`config.mk`:
```
export PLATFORM = sky130hd
export DESIGN_NAME = traffic_light_monitor_flat
export DESIGN_NICKNAME = d
export VERILOG_FILES = /design/src/rtl/traffic_light_monitor_if.sv /design/src/rtl/traffic_light_monitor.sv /design/src/flat_wrapper.sv
export SDC_FILE = /design/constraint.sdc
export NUM_CORES = 1
export LEC_CHECK = 0
export ABC_AREA = 1
export BUFFER_PORTS_ARGS = -buffer_cell sky130_fd_sc_hd__clkbuf_2
export CAP_MARGIN = 20
export CORE_MARGIN = 2
export CORE_UTILIZATION = 28
export CTS_BUF_LIST = sky130_fd_sc_hd__clkbuf_8 sky130_fd_sc_hd__clkbuf_16
export CTS_CLUSTER_SIZE = 10
export DETAILED_ROUTE_END_ITERATION = 8
export SLEW_MARGIN = 20
export SYNTH_ARGS = -nofsm -noshare
export SYNTH_HDL_FRONTEND = slang
export SYNTH_SLANG_ARGS = --single-unit
```
`constraint.sdc`:
```
create_clock -name clk -period 1.9 [get_ports clk]
set_input_delay 0 -clock clk [delete_from_list [all_inputs] [get_ports clk]]
set_output_delay 0 -clock clk [all_outputs]
set_load 0.02 [all_outputs]
```
`src/rtl/traffic_light_monitor_if.sv`:
```
// Observed controller lamps, tick and clear in; decoded phase,
// sticky error flags and cycle count out.
interface traffic_light_monitor_if;
    logic       tick_1hz;
    logic       ns_g;
    logic       ns_y;
    logic       ns_r;
    logic       ew_g;
    logic       ew_y;
    logic       ew_r;
    logic       clr_err;
    logic [2:0] phase;
    logic       err_illegal;
    logic       err_seq;
    logic       err_timing;
    logic [7:0] cycle_cnt;

    modport master (
        output tick_1hz,
        output ns_g,
        output ns_y,
        output ns_r,
        output ew_g,
        output ew_y,
        output ew_r,
        output clr_err,
        input  phase,
        input  err_illegal,
        input  err_seq,
        input  err_timing,
        input  cycle_cnt
    );

    modport slave (
        input  tick_1hz,
        input  ns_g,
        input  ns_y,
        input  ns_r,
        input  ew_g,
        input  ew_y,
        input  ew_r,
        input  clr_err,
        output phase,
        output err_illegal,
        output err_seq,
        output err_timing,
        output cycle_cnt
    );
endinterface

```
`src/rtl/traffic_light_monitor.sv`:
```
// Passive checker for a two-way traffic light controller: decodes
// the lamp pattern, tracks phase order and duration, flags faults.
module traffic_light_monitor #(
    parameter int G_TICKS = 5,
    parameter int Y_TICKS = 2
) (
    input  logic                   clk,
    input  logic                   reset,
    traffic_light_monitor_if.slave mon
);

    localparam logic [2:0] S_SYNC = 3'd0;
    localparam logic [2:0] S_NSG  = 3'd1;
    localparam logic [2:0] S_NSY  = 3'd2;
    localparam logic [2:0] S_EWG  = 3'd3;
    localparam logic [2:0] S_EWY  = 3'd4;

    localparam logic [3:0] G_EXP   = 4'(G_TICKS);
    localparam logic [3:0] Y_EXP   = 4'(Y_TICKS);
    localparam logic [3:0] CNT_MAX = 4'hF;
    localparam logic [7:0] CYC_MAX = 8'hFF;

    logic [2:0] state_q, state_d;
    logic [3:0] tick_q, tick_d;
    logic       chk_q, chk_d;
    logic [7:0] cyc_q, cyc_d;
    logic       ill_q, ill_d;
    logic       seq_q, seq_d;
    logic       tim_q, tim_d;

    logic [5:0] lamps;
    logic [2:0] pattern;
    logic       legal;
    logic [2:0] succ;
    logic [3:0] exp_ticks;
    logic [3:0] tick_in;
    logic [3:0] tick_inc;
    logic       new_ill;
    logic       new_seq;
    logic       new_tim;

    assign lamps = {mon.ns_g, mon.ns_y, mon.ns_r,
                    mon.ew_g, mon.ew_y, mon.ew_r};

    // Only the four exact one-green/one-red style patterns are legal.
    always_comb begin
        pattern = S_SYNC;
        unique case (lamps)
            6'b100001: pattern = S_NSG;
            6'b010001: pattern = S_NSY;
            6'b001100: pattern = S_EWG;
            6'b001010: pattern = S_EWY;
            default:   pattern = S_SYNC;
        endcase
    end

    assign legal = (pattern != S_SYNC);

    always_comb begin
        succ = S_NSG;
        unique case (state_q)
            S_NSG:   succ = S_NSY;
            S_NSY:   succ = S_EWG;
            S_EWG:   succ = S_EWY;
            default: succ = S_NSG;
        endcase
    end

    assign exp_ticks = ((state_q == S_NSG) || (state_q == S_EWG))
                     ? G_EXP : Y_EXP;

    assign tick_in  = {3'b000, mon.tick_1hz};
    assign tick_inc = (tick_q == CNT_MAX) ? CNT_MAX : tick_q + tick_in;

    always_comb begin
        state_d = state_q;
        tick_d  = tick_q;
        chk_d   = chk_q;
        cyc_d   = cyc_q;
        new_ill = 1'b0;
        new_seq = 1'b0;
        new_tim = 1'b0;
        if (state_q == S_SYNC) begin
            if (legal) begin
                state_d = pattern;
                chk_d   = 1'b0;
                tick_d  = tick_in;
            end else begin
                tick_d  = 4'd0;
            end
        end else if (!legal) begin
            new_ill = 1'b1;
            state_d = S_SYNC;
            chk_d   = 1'b0;
            tick_d  = 4'd0;
        end else if (pattern == state_q) begin
            tick_d = tick_inc;
            if (chk_q && (tick_inc > exp_ticks)) begin
                new_tim = 1'b1;
            end
        end else if (pattern == succ) begin
            if (chk_q && (tick_q != exp_ticks)) begin
                new_tim = 1'b1;
            end
            if ((state_q == S_EWY) && (cyc_q != CYC_MAX)) begin
                cyc_d = cyc_q + 8'd1;
            end
            state_d = pattern;
            chk_d   = 1'b1;
            tick_d  = tick_in;
        end else begin
            // Out-of-order jump: resync to it, duration unknown.
            new_seq = 1'b1;
            state_d = pattern;
            chk_d   = 1'b0;
            tick_d  = tick_in;
        end
    end

    assign ill_d = (ill_q & ~mon.clr_err) | new_ill;
    assign seq_d = (seq_q & ~mon.clr_err) | new_seq;
    assign tim_d = (tim_q & ~mon.clr_err) | new_tim;

    always_ff @(posedge clk or negedge reset) begin
        if (!reset) begin
            state_q <= S_SYNC;
            tick_q  <= 4'd0;
            chk_q   <= 1'b0;
            cyc_q   <= 8'd0;
            ill_q   <= 1'b0;
            seq_q   <= 1'b0;
            tim_q   <= 1'b0;
        end else begin
            state_q <= state_d;
            tick_q  <= tick_d;
            chk_q   <= chk_d;
            cyc_q   <= cyc_d;
            ill_q   <= ill_d;
            seq_q   <= seq_d;
            tim_q   <= tim_d;
        end
    end

    assign mon.phase       = state_q;
    assign mon.err_illegal = ill_q;
    assign mon.err_seq     = seq_q;
    assign mon.err_timing  = tim_q;
    assign mon.cycle_cnt   = cyc_q;

endmodule

```
`src/flat_wrapper.sv`:
```
// flat-port wrapper written by rule: the top's interface ports become plain ports
module traffic_light_monitor_flat 
#(
    parameter int G_TICKS = 5,
    parameter int Y_TICKS = 2
)
  (clk, reset, mon_tick_1hz, mon_ns_g, mon_ns_y, mon_ns_r, mon_ew_g, mon_ew_y, mon_ew_r, mon_clr_err, mon_phase, mon_err_illegal, mon_err_seq, mon_err_timing, mon_cycle_cnt);
  traffic_light_monitor_if mon_i ();
  input  logic clk;
  input  logic reset;
  input wire logic [$bits(mon_i.tick_1hz)-1:0] mon_tick_1hz;
  input wire logic [$bits(mon_i.ns_g)-1:0] mon_ns_g;
  input wire logic [$bits(mon_i.ns_y)-1:0] mon_ns_y;
  input wire logic [$bits(mon_i.ns_r)-1:0] mon_ns_r;
  input wire logic [$bits(mon_i.ew_g)-1:0] mon_ew_g;
  input wire logic [$bits(mon_i.ew_y)-1:0] mon_ew_y;
  input wire logic [$bits(mon_i.ew_r)-1:0] mon_ew_r;
  input wire logic [$bits(mon_i.clr_err)-1:0] mon_clr_err;
  output wire logic [$bits(mon_i.phase)-1:0] mon_phase;
  output wire logic [$bits(mon_i.err_illegal)-1:0] mon_err_illegal;
  output wire logic [$bits(mon_i.err_seq)-1:0] mon_err_seq;
  output wire logic [$bits(mon_i.err_timing)-1:0] mon_err_timing;
  output wire logic [$bits(mon_i.cycle_cnt)-1:0] mon_cycle_cnt;
  assign mon_i.tick_1hz = mon_tick_1hz;
  assign mon_i.ns_g = mon_ns_g;
  assign mon_i.ns_y = mon_ns_y;
  assign mon_i.ns_r = mon_ns_r;
  assign mon_i.ew_g = mon_ew_g;
  assign mon_i.ew_y = mon_ew_y;
  assign mon_i.ew_r = mon_ew_r;
  assign mon_i.clr_err = mon_clr_err;
  assign mon_phase = mon_i.phase;
  assign mon_err_illegal = mon_i.err_illegal;
  assign mon_err_seq = mon_i.err_seq;
  assign mon_err_timing = mon_i.err_timing;
  assign mon_cycle_cnt = mon_i.cycle_cnt;
  traffic_light_monitor #(.G_TICKS(G_TICKS), .Y_TICKS(Y_TICKS)) u_core (.clk(clk), .reset(reset), .mon(mon_i));
endmodule
```
== Word level (Yosys, flattened, before mapping) ==
Index checks and enable logic that the tools add are counted.
Widths: inputs -> output; s select.

* Muxes and demuxes: 29
* Bitwise logic cells: 9
* Reductions and logical operators: 8
* Equal/unequal tests: 15
* Magnitude comparators: 1
* $add $sub $neg: 2

{| class="wikitable"
|+ Operator list
! operator !! count
|-
| $mux 1 || 18
|-
| $mux 4 || 4
|-
| $mux 3 || 5
|-
| $eq 6x4->1 const B || 2
|-
| $pmux 3 s4 || 1
|-
| $pmux 3 s3 || 1
|-
| $add 8x1->8 const B || 1
|-
| $ne 8x8->1 const B || 1
|-
| $eq 3x2->1 const B || 2
|-
| $eq 3x3->1 || 2
|-
| $eq 6x5->1 const B || 1
|-
| $eq 6x6->1 const B || 1
|-
| $reduce_and 5->1 || 1
|-
| $add 4x1->4 || 1
|-
| $eq 4x4->1 const B || 1
|-
| $gt 4x4->1 || 1
|-
| $ne 4x4->1 || 1
|-
| $and 1x1->1 || 3
|-
| $eq 3x1->1 const B || 1
|-
| $eq 3x3->1 const B || 1
|-
| $logic_and 1x1->1 || 3
|-
| $logic_not 3->1 || 1
|-
| $ne 3x3->1 const B || 1
|-
| $not 1->1 || 3
|-
| 5 further kinds || 7
|}

* Word-level logic and storage cells: 71
* Register bits after elaboration: 19
* Bits of input ports: 10

== Depth between registers and ports, before layout ==
* Depth after elaboration: 11
* Depth in mapped cells: 15
* Gate-level depth less buffers: 15

== Worst setup path after synthesis ==
No wires, ideal clock.

* Path kind: reg-to-reg
* Start: register u_core.tick_q[0]
* End: register u_core.tim_q (netlist: u_core.mon.err_timing)
* Setup time: 0.117 ns
* Data required time: 1.783 ns
* Data arrival time: 1.845 ns
* Cell stages (with the launch flop): 16
* Path slack: -0.063 ns
* Path through: dfrtp_1 > ha_1 > ha_1 > nor2_1 > inv_1 > ha_1 > inv_1 > nor2_1 > o21ai_0 > nand2_1 > nand2_1 > nand2_1 > nand2_1 > nand3_1 > nand3_1 > nand2_1

* Cells in the longest elaborated chain, start to end: 9

{| class="wikitable"
|+ Ends and longest elaborated chain
! what !! line !! RTL
|-
| from (decl) || traffic_light_monitor.sv:24 || <nowiki>logic [3:0] tick_q, tick_d;</nowiki>
|-
| from (signal assigned) || traffic_light_monitor.sv:135 || <nowiki>tick_q <= tick_d;</nowiki>
|-
| $add 4x1->4 / $eq 4x4->1 (equally long branches) || traffic_light_monitor.sv:73 || <nowiki>assign tick_inc = (tick_q == CNT_MAX) ? CNT_MAX : tick_q + tick_in;</nowiki>
|-
| $mux 4 || traffic_light_monitor.sv:73 ||
|-
| $gt 4x4->1 || traffic_light_monitor.sv:98 || <nowiki>if (chk_q && (tick_inc > exp_ticks)) begin</nowiki>
|-
| $logic_and 1x1->1 || traffic_light_monitor.sv:98 ||
|-
| $mux 1 || traffic_light_monitor.sv:98 ||
|-
| $mux 1 * || traffic_light_monitor.sv:96 || <nowiki>end else if (pattern == state_q) begin</nowiki>
|-
| $mux 1 * || traffic_light_monitor.sv:91 || <nowiki>end else if (!legal) begin</nowiki>
|-
| $mux 1 * || traffic_light_monitor.sv:83 || <nowiki>if (state_q == S_SYNC) begin</nowiki>
|-
| $or 1x1->1 * || traffic_light_monitor.sv:122 || <nowiki>assign tim_d = (tim_q & ~mon.clr_err) | new_tim;</nowiki>
|-
| via u_core.tim_d || traffic_light_monitor.sv:29 || <nowiki>logic tim_q, tim_d;</nowiki>
|-
| to (signal assigned) || traffic_light_monitor.sv:140 || <nowiki>tim_q <= tim_d;</nowiki>
|-
| to (decl) || traffic_light_monitor.sv:29 ||
|}

The timed path passes the listed nets; every way through them passes the cells marked *.
A chain may end at the register's enable or synchronous reset.

== Final worst setup path ==
* Start: input mon_tick_1hz
* End: register u_core.tim_q (netlist: u_core.mon.err_timing)

* Cells in the longest elaborated chain, start to end: 9

{| class="wikitable"
|+ Ends and longest elaborated chain
! what !! line !! RTL
|-
| from (decl) || flat_wrapper.sv:11 || <nowiki>input wire logic [$bits(mon_i.tick_1hz)-1:0] mon_tick_1hz;</nowiki>
|-
| $add 4x1->4 || traffic_light_monitor.sv:73 ||
|-
| $mux 4 || traffic_light_monitor.sv:73 ||
|-
| $gt 4x4->1 || traffic_light_monitor.sv:98 ||
|-
| $logic_and 1x1->1 || traffic_light_monitor.sv:98 ||
|-
| $mux 1 || traffic_light_monitor.sv:98 ||
|-
| $mux 1 || traffic_light_monitor.sv:96 ||
|-
| $mux 1 || traffic_light_monitor.sv:91 ||
|-
| $mux 1 || traffic_light_monitor.sv:83 ||
|-
| $or 1x1->1 || traffic_light_monitor.sv:122 ||
|-
| via u_core.tim_d || traffic_light_monitor.sv:29 ||
|}

The timed path passes the listed nets, and every way through them passes these cells.

==> out/results.ini <==
[status]
status=complete, no violations

[synth]
synth-edff-count=0
synth-seq-cells=19
synthArstFlopShare=1.00
synthDistinctLibCells=29
synth_cells=174
yosys_most_used_dff=dfrtp_1
ys_seq_area_frac=0.355
synth.area.top_cells=dfrtp_1 (36%), nand2_1 (10%), nand3_1 (8.2%)
synth_nets=190
yosysMostFrequentCell=nand2_1
syn_area_per_cell_sq_um=7.69
synthDominantCellAreaShare=0.355
ys_warn_count=0
post_synth_instance_area_sq_mm=0.00134
synthTopCellsByCount=nand2_1 (37), nand3_1 (22), inv_1 (20)
synth_area_leader_cell=dfrtp_1

[power_and_ir_drop]
ir_worst_vdd_mv=0.185
power_frac_comb=0.136
swShare=0.265
clkPwrFrac=0.351
power.density_mw_per_mm2=476
switching_power_uw=215
cellLeakagePower_uw=0.000882
sequentialPowerShare=0.513
p_int_uw=597

[global_route]
grtUsageTotal=0.117
antenna_found_initial=0
grt_max_degree=20
grt_pass1_wl_um=4820
grt_pass1_vias=1116
grt_overflow=0

[sta]
fin_setup_tns_ns=0
relSlewSlack=0.653
hold_violations=0
maxSlewViolCount=0
fin_hold_ws_ns=0.104
finalCriticalPeriod_ns=1.86
post-route-period-util=0.978
worst_slew_pin_slew_ns=0.520
setup_viol=0
fin_skew_ns=0.00225
fmax_mhz=538
rsz0062_at_grt=true

[detailed_routing]
vias=1151
antenna_left=0
drtIter0Drc=49
avgRoutedWirePerCell_um=10.8
drc=0
first_pass_iters=4
wirelength_um=2820
via_per_inst=4.39

[worst_setup_path]
arrival_ns=2.01
path_class=input port to flop
crit_slowest_cell=dlygate4sd3_1
rr_startpoint=u_core.tick_q[0]
crit_start=mon_tick_1hz
rr_worst_depth=15
crit_path_start_kind=input port
crit_top_cell=nand2_1
cp_max_fo=2
critPathMaxStageDelay_ns=0.54
reg2reg_to=u_core.mon.err_timing
worstPathCellList=dlygate4sd3_1 > clkbuf_2 > ha_4 > ha_4 > nor2_4 > inv_2 > ha_4 > inv_2 > nor2_1 > o21ai_1 > nand2_1 > nand2_1 > nand2_1 > nand2_1 > nand3_2 > nand3_2 > nand2_1
required_ns=2.06
endpoint=u_core.mon.err_timing
crit_path_end_kind=flop
r2r_setup_slack_ns=0.04

[layout]
syn2layout_area_growth_pct=27.3
drive_above_1_share=0.351
utilization=0.366
diodes=0
nets=225

[floorplan]
start_util=0.287
io_pins=24
rows=25
die_width_um=73.1
fp.dieArea_sq_mm=0.00535
die_h_um=73.1
coreArea_sq_mm=0.00466

[clock_tree]
cts_tree=built
cts.sinks=19
cts_root_buf=clkbuf_8
clockBufferDepth=2
htree_num_levels=1
clkLatencyLatePin_ns=0.26
clkTransAtPathRegs_ns=0.07
cts_buffers=3

[worst_hold_path]
hp-class=input port to flop

[place]
dp_hpwl_um=2110
routabilityCongestion=0.781
numPortBuffers=23

[run]
max_cap_violations=0

## routing by layer
metal / global-route usage / wire (um)
met4: 0.0720 / 61
met1: 0.152 / 1350
met3: 0.0221 / 106
met2: 0.178 / 1310
met5: 0 / 0
## state kept, by name (all words and copies together), names as in the netlist
name / cells
u_core.mon.cycle_cnt: 8
u_core.mon.err_timing: 1
u_core.mon.err_illegal: 1
u_core.tick_q: 4
u_core.mon.err_seq: 1
u_core.mon.phase: 3
u_core.chk_q: 1
## worst max-delay path: cells and delay by family
kind / cells / cell delay, ns
AO/OA/AOI/OAI: 1 / 0.10
adder cells (fa/ha/maj): 3 / 0.61
buffers and inverters: 4 / 0.77
AND/OR/NAND/NOR: 9 / 0.53
## power by group through the flow
stage / registers (uW) / logic (uW) / clock network [uW]
floorplan: 428 / 53.2 / 0
global placement: 424 / 96.4 / 0
detailed placement: 424 / 97.4 / 0
CTS: 416 / 106 / 302
global route: 418 / 125 / 315
finish: 417 / 110 / 285
## layout by cell type (no fill, tap or decap), types with 2 or more instances in the layout
| cell | synthesis | routed |
|---|---|---|
| clkbuf_8 | 0 | 3 |
| o21ai_2 | 3 | 3 |
| o21ai_0 | 3 | 2 |
| ha_1 | 6 | 2 |
| a21oi_1 | 2 | 2 |
| inv_1 | 20 | 19 |
| dfrtp_1 | 19 | 18 |
| nand2_1 | 37 | 37 |
| nor3_1 | 3 | 2 |
| nand2_4 | 2 | 2 |
| nor2_1 | 19 | 17 |
| xor2_1 | 3 | 3 |
| nand3_2 | 1 | 3 |
| xnor2_1 | 5 | 4 |
| clkbuf_2 | 0 | 23 |
| ha_4 | 0 | 4 |
| nor2_2 | 4 | 5 |
| dlygate4sd3_1 | 0 | 3 |
| nor2_4 | 1 | 2 |
| nand3_1 | 22 | 20 |
| buf_4 | 0 | 5 |
| inv_2 | 4 | 6 |
| nand2_2 | 9 | 9 |
## metrics by stage
step / setup WS (ns) / power [uW] / std cells / cell area, sq um
2_1_floorplan: 0.00201 / 481 / 174 / 1340
6_report: 0.0421 / 812 / 262 / 1700
3_5_place_dp: -0.134 / 521 / 255 / 1540
5_1_grt: -0.0577 / 857 / 262 / 1700
3_3_place_gp: -0.0689 / 520 / 255 / 1540
4_1_cts: 0.00200 / 824 / 262 / 1660
## worst min path at each step
stage | startpoint | end | cells after the start
finish | mon_ew_g | u_core.mon.phase[2] | 4
global route | mon_ew_g | u_core.mon.phase[2] | 4
CTS | mon_ew_g | u_core.mon.phase[2] | 4
detailed placement | reset | u_core.mon.cycle_cnt[2] | 1
global placement | reset | u_core.mon.cycle_cnt[2] | 1
floorplan | reset | u_core.chk_q | 0
## layout make-up
class	count	area, sq um
multi-input combinational	129	836
inverter	25	96.3
clock inverter	1	3.75
sequential	19	477
tap	54	67.6
fill	507	2960
clock buffer	3	41.3
timing repair buffer	31	183
## cells by family (layout without fill, tap and decap cells)
kind of cell               count (synthesis)  count (layout)  share of synthesized area
and+or+nand+nor                          104             104                      0.390
buffers and inverters                     26              60                     0.0869
DFF                                       19              19                      0.355
AOI/OAI and AO/OA                         10              10                     0.0477
xor gates and xnor gates                   9               9                     0.0645
adders and majority gates                  6               6                     0.0561
## timing repair
item	in CTS	in global routing
hold buffers	3	0
endpoints found under the hold margin	21	0
endpoints found under the setup margin	1	1
resized for setup	6	9
setup buffers	0	0
pin swaps	4	3
No activity file was read; power rests on OpenSTA's default activity.
